## config.mk

```make
export PLATFORM = sky130hd
export DESIGN_NAME = bus_rr_arbiter
export DESIGN_NICKNAME = d
export VERILOG_FILES = /design/src/rtl/bus_pkg.sv /design/src/rtl/rr_pick.sv /design/src/rtl/bus_rr_arbiter.sv
export SDC_FILE = /design/constraint.sdc
export NUM_CORES = 1
export LEC_CHECK = 0
export CORE_AREA = 2 2 339 341
export DETAILED_ROUTE_END_ITERATION = 10
export DIE_AREA = 0 0 341 343
export PLACE_DENSITY_LB_ADDON = 0.08
export SLEW_MARGIN = 20
export SYNTH_ARGS = -nofsm -noshare
export SYNTH_HDL_FRONTEND = slang
export SYNTH_SLANG_ARGS = --single-unit
```

## constraint.sdc

```tcl
create_clock -name clock -period 9 [get_ports clock]
set_input_delay 1.8 -clock clock [delete_from_list [all_inputs] [get_ports clock]]
set_output_delay 1.8 -clock clock [all_outputs]
set_load 0.02 [all_outputs]
```

## src/rtl/bus_pkg.sv

```systemverilog
// Shared types and helpers for the round-robin bus arbiter.
package bus_pkg;

  localparam int unsigned DEF_DATA_W = 32;
  localparam int unsigned MAX_SRC    = 64;
  localparam int unsigned MAX_IDX_W  = 6;

  typedef enum logic {
    IDLE = 1'b0,
    OWN  = 1'b1
  } state_e;

  function automatic logic [MAX_SRC-1:0] idx_to_onehot(input logic [MAX_IDX_W-1:0] idx);
    logic [MAX_SRC-1:0] oh;
    oh      = '0;
    oh[idx] = 1'b1;
    return oh;
  endfunction

endpackage

```

## src/rtl/rr_pick.sv

```systemverilog
// Combinational round-robin picker: first requester at or after i_ptr, wrapping.
module rr_pick
  import bus_pkg::*;
#(
  parameter int unsigned NUM_SRC = 24,
  parameter int unsigned IDX_W   = $clog2(NUM_SRC)
) (
  input  logic [NUM_SRC-1:0] i_req,
  input  logic [IDX_W-1:0]   i_ptr,
  output logic               o_found_c,
  output logic [IDX_W-1:0]   o_idx_c,
  output logic [NUM_SRC-1:0] o_onehot_c
);

  always_comb begin
    int unsigned w_cand;
    o_found_c = 1'b0;
    o_idx_c   = '0;
    w_cand    = 0;
    for (int unsigned i = 0; i < NUM_SRC; i++) begin
      w_cand = 32'(i_ptr) + i;
      if (w_cand >= NUM_SRC) w_cand = w_cand - NUM_SRC;
      if (!o_found_c && i_req[IDX_W'(w_cand)]) begin
        o_found_c = 1'b1;
        o_idx_c   = IDX_W'(w_cand);
      end
    end
  end

  assign o_onehot_c = o_found_c ? NUM_SRC'(idx_to_onehot(MAX_IDX_W'(o_idx_c))) : '0;

endmodule

```

## src/rtl/bus_rr_arbiter.sv

```systemverilog
// Round-robin bus arbiter with lockable bursts capped at MAX_BURST beats.
// Optional BUS_RR_STATS_EN adds saturating stat_beats / stat_contend counters.
module bus_rr_arbiter
  import bus_pkg::*;
#(
  parameter  int unsigned DATA_W    = DEF_DATA_W,
  parameter  int unsigned NUM_SRC   = 24,
  parameter  int unsigned MAX_BURST = 4,
  localparam int unsigned IDX_W     = $clog2(NUM_SRC)
) (
  input  logic                      clock,
  input  logic                      reset,
  input  logic [NUM_SRC*DATA_W-1:0] src_data,
  input  logic [NUM_SRC-1:0]        src_req,
  input  logic [NUM_SRC-1:0]        src_lock,
  output logic [NUM_SRC-1:0]        grant,
  output logic [IDX_W-1:0]          grant_idx,
  output logic [DATA_W-1:0]         bus_out,
  output logic                      bus_valid,
  output logic                      busy
`ifdef BUS_RR_STATS_EN
  ,
  output logic [31:0]               stat_beats,
  output logic [31:0]               stat_contend
`endif
);

  localparam int unsigned BEAT_W = $clog2(MAX_BURST + 1);

  state_e              r_state;
  logic [IDX_W-1:0]    r_rr_ptr;
  logic [IDX_W-1:0]    r_grant_idx;
  logic [BEAT_W-1:0]   r_beat_cnt;
  logic [NUM_SRC-1:0]  r_grant;
  logic [DATA_W-1:0]   r_bus_out;
  logic                r_bus_valid;
  logic                r_busy;

  logic [DATA_W-1:0]   w_words [NUM_SRC];
  logic [IDX_W-1:0]    w_next_ptr;
  logic [IDX_W-1:0]    w_pick_ptr;
  logic                w_keep;
  logic                w_found;
  logic [IDX_W-1:0]    w_pick_idx;
  logic [NUM_SRC-1:0]  w_pick_oh;

  always_comb begin
    for (int unsigned i = 0; i < NUM_SRC; i++) begin
      w_words[i] = src_data[i*DATA_W +: DATA_W];
    end
  end

  // On release the search restarts just past the outgoing owner in the same cycle.
  assign w_next_ptr = (r_grant_idx == IDX_W'(NUM_SRC - 1)) ? '0 : r_grant_idx + IDX_W'(1);
  assign w_pick_ptr = (r_state == OWN) ? w_next_ptr : r_rr_ptr;
  assign w_keep     = src_req[r_grant_idx] && src_lock[r_grant_idx] &&
                      (r_beat_cnt < BEAT_W'(MAX_BURST));

  rr_pick #(
    .NUM_SRC (NUM_SRC),
    .IDX_W   (IDX_W)
  ) u_rr_pick (
    .i_req      (src_req),
    .i_ptr      (w_pick_ptr),
    .o_found_c  (w_found),
    .o_idx_c    (w_pick_idx),
    .o_onehot_c (w_pick_oh)
  );

  always_ff @(posedge clock) begin
    if (reset) begin
      r_state     <= IDLE;
      r_rr_ptr    <= '0;
      r_grant_idx <= '0;
      r_beat_cnt  <= '0;
      r_grant     <= '0;
      r_bus_out   <= '0;
      r_bus_valid <= 1'b0;
      r_busy      <= 1'b0;
    end else begin
      case (r_state)
        IDLE: begin
          if (w_found) begin
            r_state     <= OWN;
            r_grant     <= w_pick_oh;
            r_grant_idx <= w_pick_idx;
            r_bus_out   <= w_words[w_pick_idx];
            r_bus_valid <= 1'b1;
            r_busy      <= 1'b1;
            r_beat_cnt  <= BEAT_W'(1);
          end else begin
            r_bus_valid <= 1'b0;
          end
        end
        OWN: begin
          if (w_keep) begin
            r_bus_out   <= w_words[r_grant_idx];
            r_bus_valid <= 1'b1;
            r_beat_cnt  <= r_beat_cnt + BEAT_W'(1);
          end else begin
            r_rr_ptr <= w_next_ptr;
            if (w_found) begin
              r_grant     <= w_pick_oh;
              r_grant_idx <= w_pick_idx;
              r_bus_out   <= w_words[w_pick_idx];
              r_bus_valid <= 1'b1;
              r_beat_cnt  <= BEAT_W'(1);
            end else begin
              r_state     <= IDLE;
              r_grant     <= '0;
              r_grant_idx <= '0;
              r_bus_valid <= 1'b0;
              r_busy      <= 1'b0;
              r_beat_cnt  <= '0;
            end
          end
        end
        default: r_state <= IDLE;
      endcase
    end
  end

  assign grant     = r_grant;
  assign grant_idx = r_grant_idx;
  assign bus_out   = r_bus_out;
  assign bus_valid = r_bus_valid;
  assign busy      = r_busy;

`ifdef BUS_RR_STATS_EN
  logic [31:0] r_stat_beats;
  logic [31:0] r_stat_contend;
  logic        w_contend;

  // Two or more bits set: clearing the lowest set bit leaves something behind.
  assign w_contend = |(src_req & (src_req - NUM_SRC'(1)));

  always_ff @(posedge clock) begin
    if (reset) begin
      r_stat_beats   <= '0;
      r_stat_contend <= '0;
    end else begin
      if (r_bus_valid && (r_stat_beats != '1)) r_stat_beats <= r_stat_beats + 32'd1;
      if (w_contend && (r_stat_contend != '1)) r_stat_contend <= r_stat_contend + 32'd1;
    end
  end

  assign stat_beats   = r_stat_beats;
  assign stat_contend = r_stat_contend;
`endif

endmodule

```

==> results of run 1 <==
==> final cells by class <==
type                       count  area (sq um)
clock inverter                 6         45.04
inverter                      51         193.9
timing repair buffer        1136         11210
clock buffer                  10         229.0
multi-input combinational   2255         20210
fill                       11930         78120
tap                         1512          1892
sequential                    71          1435
antenna                       31         77.57
==> routing by layer <==
metal	track usage, %	vias to the layer above	part of all wire [%]
li1	-	12660	-
met1	40.58	15100	42
met2	49.35	1631	46
met3	7.137	264	8.6
met4	7.902	58	3.0
met5	0	-	0.20
==> registers in the layout (all words and copies together) (netlist names) <==
| register | flops |
|---|---|
| grant | 24 |
| bus_out | 32 |
| r_rr_ptr | 5 |
| grant_idx | 5 |
| busy | 1 |
| bus_valid | 1 |
| r_beat_cnt | 3 |
==> metrics by stage <==
step           cells  hold slack (ps)  setup slack [ps]  util [%]
3_3_place_gp    5025            471.2             391.5     30.79
5_1_grt         5061            520.6             22.00     31.10
3_5_place_dp    5025            476.3             207.4     30.80
4_1_cts         5041            497.0             210.6     31.04
2_1_floorplan   2663            449.9              2077         -
6_report        5072            489.6             525.1     31.12
==> timing repair <==
item / in CTS / in global routing
endpoints found under the setup margin: 0 / 31
resized for setup: 0 / 4
hold buffers: 0 / 0
==> path summary, 6_finish.rpt <==
path,startpoint,to,cells past startpoint
setup / recovery,grant_idx[1]$_SDFFE_PP0P_,bus_out[8]$_SDFF_PP0_,30
hold / removal,grant[9]$_SDFFE_PP0P_,grant[9]$_SDFFE_PP0P_,2
setup reg to reg,grant_idx[1]$_SDFFE_PP0P_,bus_out[8]$_SDFF_PP0_,30
hold reg to reg,grant[9]$_SDFFE_PP0P_,grant[9]$_SDFFE_PP0P_,2
==> cells in the mapped netlist, drive strengths merged, types with 7 or more instances <==
library cell,n
o22ai,16
mux2i,344
dfxtp,71
a22oi,61
a211oi,51
nor2b,9
o22a,11
a2111oi,18
mux4,265
nand2b,15
a31oi,45
a221oi,31
nor2,137
or3,14
a21oi,70
nand2,229
a21o,21
a311oi,45
mux2,24
clkbuf,146
o31ai,23
o221ai,29
o311ai,28
xnor2,16
nor4,13
o21ai,142
nor3,45
a21boi,8
o32ai,7
a311o,13
o211a,9
inv,49
and3,97
nand3,160
nand4,17
ha,27
or4,9
a31o,9
buf,140
a211o,16
a32oi,18
o211ai,35
and2,23
==> logic make-up (layout without fill, tap and decap cells) <==
| logic type | Yosys count | count (layout) | synth area share [%] |
|---|---|---|---|
| compound gates | 770 | 770 | 24.96 |
| mux | 633 | 633 | 42.03 |
| xor+xnor | 17 | 17 | 0.8733 |
| fa+ha+maj | 27 | 27 | 1.465 |
| simple gates | 808 | 808 | 17.80 |
| buf+inv | 337 | 1203 | 6.721 |
| flops | 71 | 71 | 6.162 |
| other cells | 0 | 31 | 0 |
==> critical path: cells and delay by family (launching register included) <==
kind            cells  cell delay (ps)
buf+inv             7             1700
flops               1              440
simple gates        6             1940
fa+ha+maj           3              950
mux                 2              360
compound gates     12             2990
==> impl_table.tex, run 1 <==
\begin{tabular}{lr}
\hline
Metric & Value \\
\hline
\multicolumn{2}{l}{\textbf{Yosys}} \\
\#FFs+latches synth & a little over 70 \\
Share of synthesized area occupied by flip-flops and latches & around 6.2\% \\
Library cells used by synthesis & 124 \\
Number of synthesis warnings & 0 \\
Synth async-reset ratio & 0\% \\
Post-synth EDFFs & 0 \\
Synth top area share & about a quarter \\
Synthesized area divided by synthesized cell count & 8.662 sq um \\
Main area contributors after synthesis & sky130\_fd\_sc\_hd\_\_mux4\_2, sky130\_fd\_sc\_hd\_\_mux2i\_1, sky130\_fd\_sc\_hd\_\_dfxtp\_1, sky130\_fd\_sc\_hd\_\_nand2\_1, sky130\_fd\_sc\_hd\_\_nand3\_1 \\
Syn\_nets & 3508 \\
Most used DFF post-synth & sky130\_fd\_sc\_hd\_\_dfxtp\_1 \\
Gate count after technology mapping & 2663 \\
Post-synthesis cell area & about 0.023 sq mm \\
Cell type contributing the most total cell area after synthesis & sky130\_fd\_sc\_hd\_\_mux4\_2 \\
\multicolumn{2}{l}{\textbf{GRT}} \\
Total congestion overflow after global routing & 0 \\
Antenna violations before repair & just over 70 \\
Pin count of the biggest net entering global routing & 97 \\
Via count of the first global-routing pass & around 29000 \\
First-pass GRT wire length & 250.1 mm \\
Total routing resource utilization after global routing & between 30\% and 40\% \\
\multicolumn{2}{l}{\textbf{Setup path}} \\
Type of origin of the critical path & flip-flop \\
Critical path's slowest cell & sky130\_fd\_sc\_hd\_\_a311oi\_1 \\
Start-to-end type of the worst setup path & flip-flop to flip-flop \\
WP data required & a little over 9000 ps \\
CP arrival & about 9000 ps \\
Top cell by count, worst path & sky130\_fd\_sc\_hd\_\_buf\_4 \\
FF-to-FF setup slack & 530 ps \\
Worst Setup End Kind & flip-flop \\
Slowest Stage Delay on Critical Path & 580 ps \\
Largest driver fanout on the critical path & 18 \\
\multicolumn{2}{l}{\textbf{Die}} \\
Num rows & 124 \\
Count of boundary I/O pins & roughly 880 \\
Placeable core region & about 0.11 sq mm \\
Area of the die & $\sim$0.12 sq mm \\
Die outline width & approximately 340 um \\
Die Ht & roughly 340 um \\
Starting Density & between 20\% and 30\% \\
\multicolumn{2}{l}{\textbf{Clock network}} \\
Num CTS Buffers & 9 \\
Root cell of the clock tree & sky130\_fd\_sc\_hd\_\_clkbuf\_16 \\
Total number of clock tree sinks & just over 70 \\
Clock tree from TritonCTS & built \\
Clock network latency to the later pin of the worst-skew pair & roughly 420 ps \\
Maximum number of buffers from clock root to sink & 2 \\
Post-CTS Repair Setup Buffers & 0 \\
Count of H-tree levels built during CTS & 3 \\
Worst-path clk slew & about 70 ps \\
\multicolumn{2}{l}{\textbf{Cells and area}} \\
Share of final-layout standard cells stronger than drive strength 1 & $\sim$18\% \\
Highest-count cells in the layout ignoring fill and taps & sky130\_fd\_sc\_hd\_\_clkdlybuf4s50\_1, sky130\_fd\_sc\_hd\_\_mux2i\_1, sky130\_fd\_sc\_hd\_\_mux4\_2, sky130\_fd\_sc\_hd\_\_nand2\_1, sky130\_fd\_sc\_hd\_\_buf\_4 \\
Most common cell after layout, fill and taps aside & sky130\_fd\_sc\_hd\_\_clkdlybuf4s50\_1 \\
Final Net Count & 4369 \\
Layout Area Growth over Synthesis & 53.00\% \\
Post-route cell area & 0.03529 sq mm \\
\multicolumn{2}{l}{\textbf{Placement}} \\
Count of buffers inserted at the top-level ports & 880 \\
Post-DP Area & approximately 0.035 sq mm \\
Global placer's final weighted congestion & roughly 0.96 \\
Hpwl dp & between 150 and 200 mm \\
\multicolumn{2}{l}{\textbf{Route}} \\
Routed Wire Length & 187.1 mm \\
Number of detailed-route iterations in the first pass & 6 \\
Post-DRT Antenna Nets & 0 \\
Average via count per standard cell & approximately 6 \\
Via count & 29710 \\
DRC violations left & 0 \\
Routed WL per cell & 36.90 um \\
Initial DRC count & 3143 \\
\multicolumn{2}{l}{\textbf{STA}} \\
Unrepaired setup endpoints after global routing & no \\
Hold violation total from the final report & 0 \\
Max-Slew Margin vs Limit & about 30\% \\
Worst Clk Skew & 39.29 ps \\
Sum of negative setup slack & 0 ps \\
Worst slew pin tran & roughly 1000 ps \\
Shortest clock period the worst path allows after layout & 8475 ps \\
Post-route fraction of the period consumed by the critical path & about 94\% \\
Final setup violation count & 0 \\
FMAX & between 0.1 and 0.15 GHz \\
Final Max Tran Viols & 0 \\
\multicolumn{2}{l}{\textbf{Run status}} \\
Outcome & finished clean \\
\multicolumn{2}{l}{\textbf{Worst hold path}} \\
Type of the worst min-delay path & flip-flop to flip-flop \\
\multicolumn{2}{l}{\textbf{Run}} \\
\# Max-Cap Violations & 0 \\
\hline
\end{tabular}
Power of run 1 is left out: the tool's default activity adds up to more than one toggle a clock period on the data nets, which glitch-free logic cannot reach.
==> run 2, diff against run 1 <==
--- a/config.mk
+++ b/config.mk
@@ -5,9 +5,9 @@
 export SDC_FILE = /design/constraint.sdc
 export NUM_CORES = 1
 export LEC_CHECK = 0
-export CORE_AREA = 2 2 339 341
+export CORE_AREA = 2 2 346 348
 export DETAILED_ROUTE_END_ITERATION = 10
-export DIE_AREA = 0 0 341 343
+export DIE_AREA = 0 0 348 350
 export PLACE_DENSITY_LB_ADDON = 0.08
 export SLEW_MARGIN = 20
 export SYNTH_ARGS = -nofsm -noshare
==> run 2 against run 1 <==
Net effect:
- global-route usage increased by 0.18 points
- count of clock-buffer cells in the layout is 1 lower
- final area grew 0.22%
- register-to-register slack got worse by 30 ps
- highest routed layer unchanged
==> impl_table.tex, run 2 (same netlist as run 1, synthesis figures left out) <==
\begin{tabular}{lr}
\hline
Metric & Value \\
\hline
\multicolumn{2}{l}{\textbf{Clock network}} \\
Root cell of the clock tree & sky130\_fd\_sc\_hd\_\_clkbuf\_16 \\
Cts-stage hold buffer count & 0 \\
Count of H-tree levels built during CTS & 3 \\
Clock network latency to the later pin of the worst-skew pair & roughly 400 ps \\
Num CTS Buffers & 9 \\
Total number of clock tree sinks & 71 \\
Clock tree from TritonCTS & built \\
Post-CTS Repair Setup Buffers & 0 \\
Post-cts repair resize count & 0 \\
Maximum number of buffers from clock root to sink & 2 \\
Worst-path clk slew & approximately 90 ps \\
\multicolumn{2}{l}{\textbf{Run}} \\
\# Max-Cap Violations & 0 \\
\multicolumn{2}{l}{\textbf{Die}} \\
Die Ht & 350 um \\
Starting Density & between 10\% and 20\% \\
Count of boundary I/O pins & between 800 and 900 \\
Area of the die & between 0.1 and 0.15 sq mm \\
Num rows & roughly 130 \\
Die outline width & about 350 um \\
Placeable core region & $\sim$0.12 sq mm \\
\multicolumn{2}{l}{\textbf{GRT}} \\
Total congestion overflow after global routing & 0 \\
Via count of the first global-routing pass & about 30000 \\
First-pass GRT wire length & 260.1 mm \\
Total routing resource utilization after global routing & between 30\% and 40\% \\
Pin count of the biggest net entering global routing & a little over 90 \\
Antenna violations before repair & 69 \\
\multicolumn{2}{l}{\textbf{Cells and area}} \\
Sequential cell area in the final layout & between 0.001 and 0.0015 sq mm \\
Share of final-layout standard cells stronger than drive strength 1 & 18.33\% \\
Max FFs per register & 32 \\
Number of fill cells in the layout & $\sim$12000 \\
Layout Area Growth over Synthesis & 53.34\% \\
Most common cell after layout, fill and taps aside & sky130\_fd\_sc\_hd\_\_clkdlybuf4s50\_1 \\
Highest-count cells in the layout ignoring fill and taps & sky130\_fd\_sc\_hd\_\_clkdlybuf4s50\_1, sky130\_fd\_sc\_hd\_\_mux2i\_1, sky130\_fd\_sc\_hd\_\_mux4\_2, sky130\_fd\_sc\_hd\_\_nand2\_1, sky130\_fd\_sc\_hd\_\_buf\_4 \\
Final Net Count & 4358 \\
Total area of multi-input combinational cells & 0.02022 sq mm \\
\multicolumn{2}{l}{\textbf{Setup path}} \\
Slowest Stage Delay on Critical Path & around 740 ps \\
Type of origin of the critical path & flip-flop \\
Start-to-end type of the worst setup path & flip-flop to flip-flop \\
Crit path buffers/inverters & 7 \\
CP arrival & approximately 8800 ps \\
CP top delay family & compound AO/OA/AOI/OAI gates \\
Reg2reg path depth & 28 \\
WP data required & approximately 9300 ps \\
Total number of cells along the worst setup path & 28 \\
Critical path's slowest cell & sky130\_fd\_sc\_hd\_\_o31ai\_1 \\
Worst Setup End Kind & flip-flop \\
Largest driver fanout on the critical path & 28 \\
\multicolumn{2}{l}{\textbf{STA}} \\
Post-route setup slack & a little under 500 ps \\
Sum of negative setup slack & 0 ps \\
Post-route fraction of the period consumed by the critical path & a little over nine tenths \\
Unrepaired setup endpoints after global routing & no \\
Shortest clock period the worst path allows after layout & between 8000 and 9000 ps \\
FMAX & around 0.12 GHz \\
Worst Clk Skew & 26.06 ps \\
Final setup violation count & 0 \\
Final Max Tran Viols & 0 \\
Worst slew pin tran & 1132 ps \\
Hold violation total from the final report & 0 \\
Max-Slew Margin vs Limit & approximately 22\% \\
\multicolumn{2}{l}{\textbf{Route}} \\
Number of detailed-route iterations in the first pass & 5 \\
Via count & 30090 \\
Routed Wire Length & 195.4 mm \\
DRC violations left & 0 \\
Initial DRC count & around 3000 \\
Post-DRT Antenna Nets & 0 \\
Routed WL per cell & 38.31 um \\
Average via count per standard cell & between 5 and 6 \\
\multicolumn{2}{l}{\textbf{Placement}} \\
Global placer's final weighted congestion & roughly 0.93 \\
Hpwl dp & roughly 160 mm \\
Count of buffers inserted at the top-level ports & just under 900 \\
DP Worst Slack & slightly above 200 ps \\
\multicolumn{2}{l}{\textbf{Run status}} \\
Outcome & finished clean \\
\multicolumn{2}{l}{\textbf{Worst hold path}} \\
Worst hold path stage count & 2 \\
Type of the worst min-delay path & flip-flop to flip-flop \\
\hline
\end{tabular}
==> run 2: worst paths after layout <==
check | start | to | slack [ps]
setup / recovery | grant_idx[0]$_SDFFE_PP0P_ | bus_out[17]$_SDFF_PP0_ | 500
hold / removal | grant[8]$_SDFFE_PP0P_ | grant[8]$_SDFFE_PP0P_ | 510
setup reg to reg | grant_idx[0]$_SDFFE_PP0P_ | bus_out[17]$_SDFF_PP0_ | 500
hold reg to reg | grant[8]$_SDFFE_PP0P_ | grant[8]$_SDFFE_PP0P_ | 510
==> run 2: per-layer routing <==
layer	GRT usage [%]	share of wire (%)
met5	0	0.11
met4	8.437	2.6
met3	5.294	6.7
met2	51.55	48
met1	40.22	42
==> run 2: through the flow <==
stage	utilization [%]	instance area, sq um	std cells	hold slack [ps]
after floorplan	-	23070	2663	449.9
after global placement	29.66	34930	5038	482.2
after detailed placement	29.67	34940	5038	489.2
after CTS	29.91	35220	5054	509.7
after global routing	30.00	35320	5082	535.6
final	30.04	35370	5101	505.4
==> run 2: final cells by class <==
class                   instances  area share, %
inverters                      51         0.5483
well taps                    1536          5.433
clock buffers                   9         0.6367
clock inverters                 7         0.1698
multi-input cells            2255          57.18
diodes                         47         0.3325
repair buffers               1125          31.64
flip-flops and latches         71          4.057
==> run 2: tightest hold or removal path: cells and delay by family (launching register included) <==
family           cells  cell delay (ps)
AND/OR/NAND/NOR      1               80
flip-flops           1              330
AO/OA/AOI/OAI        1               60
Power of run 2 is left out for the same reason.
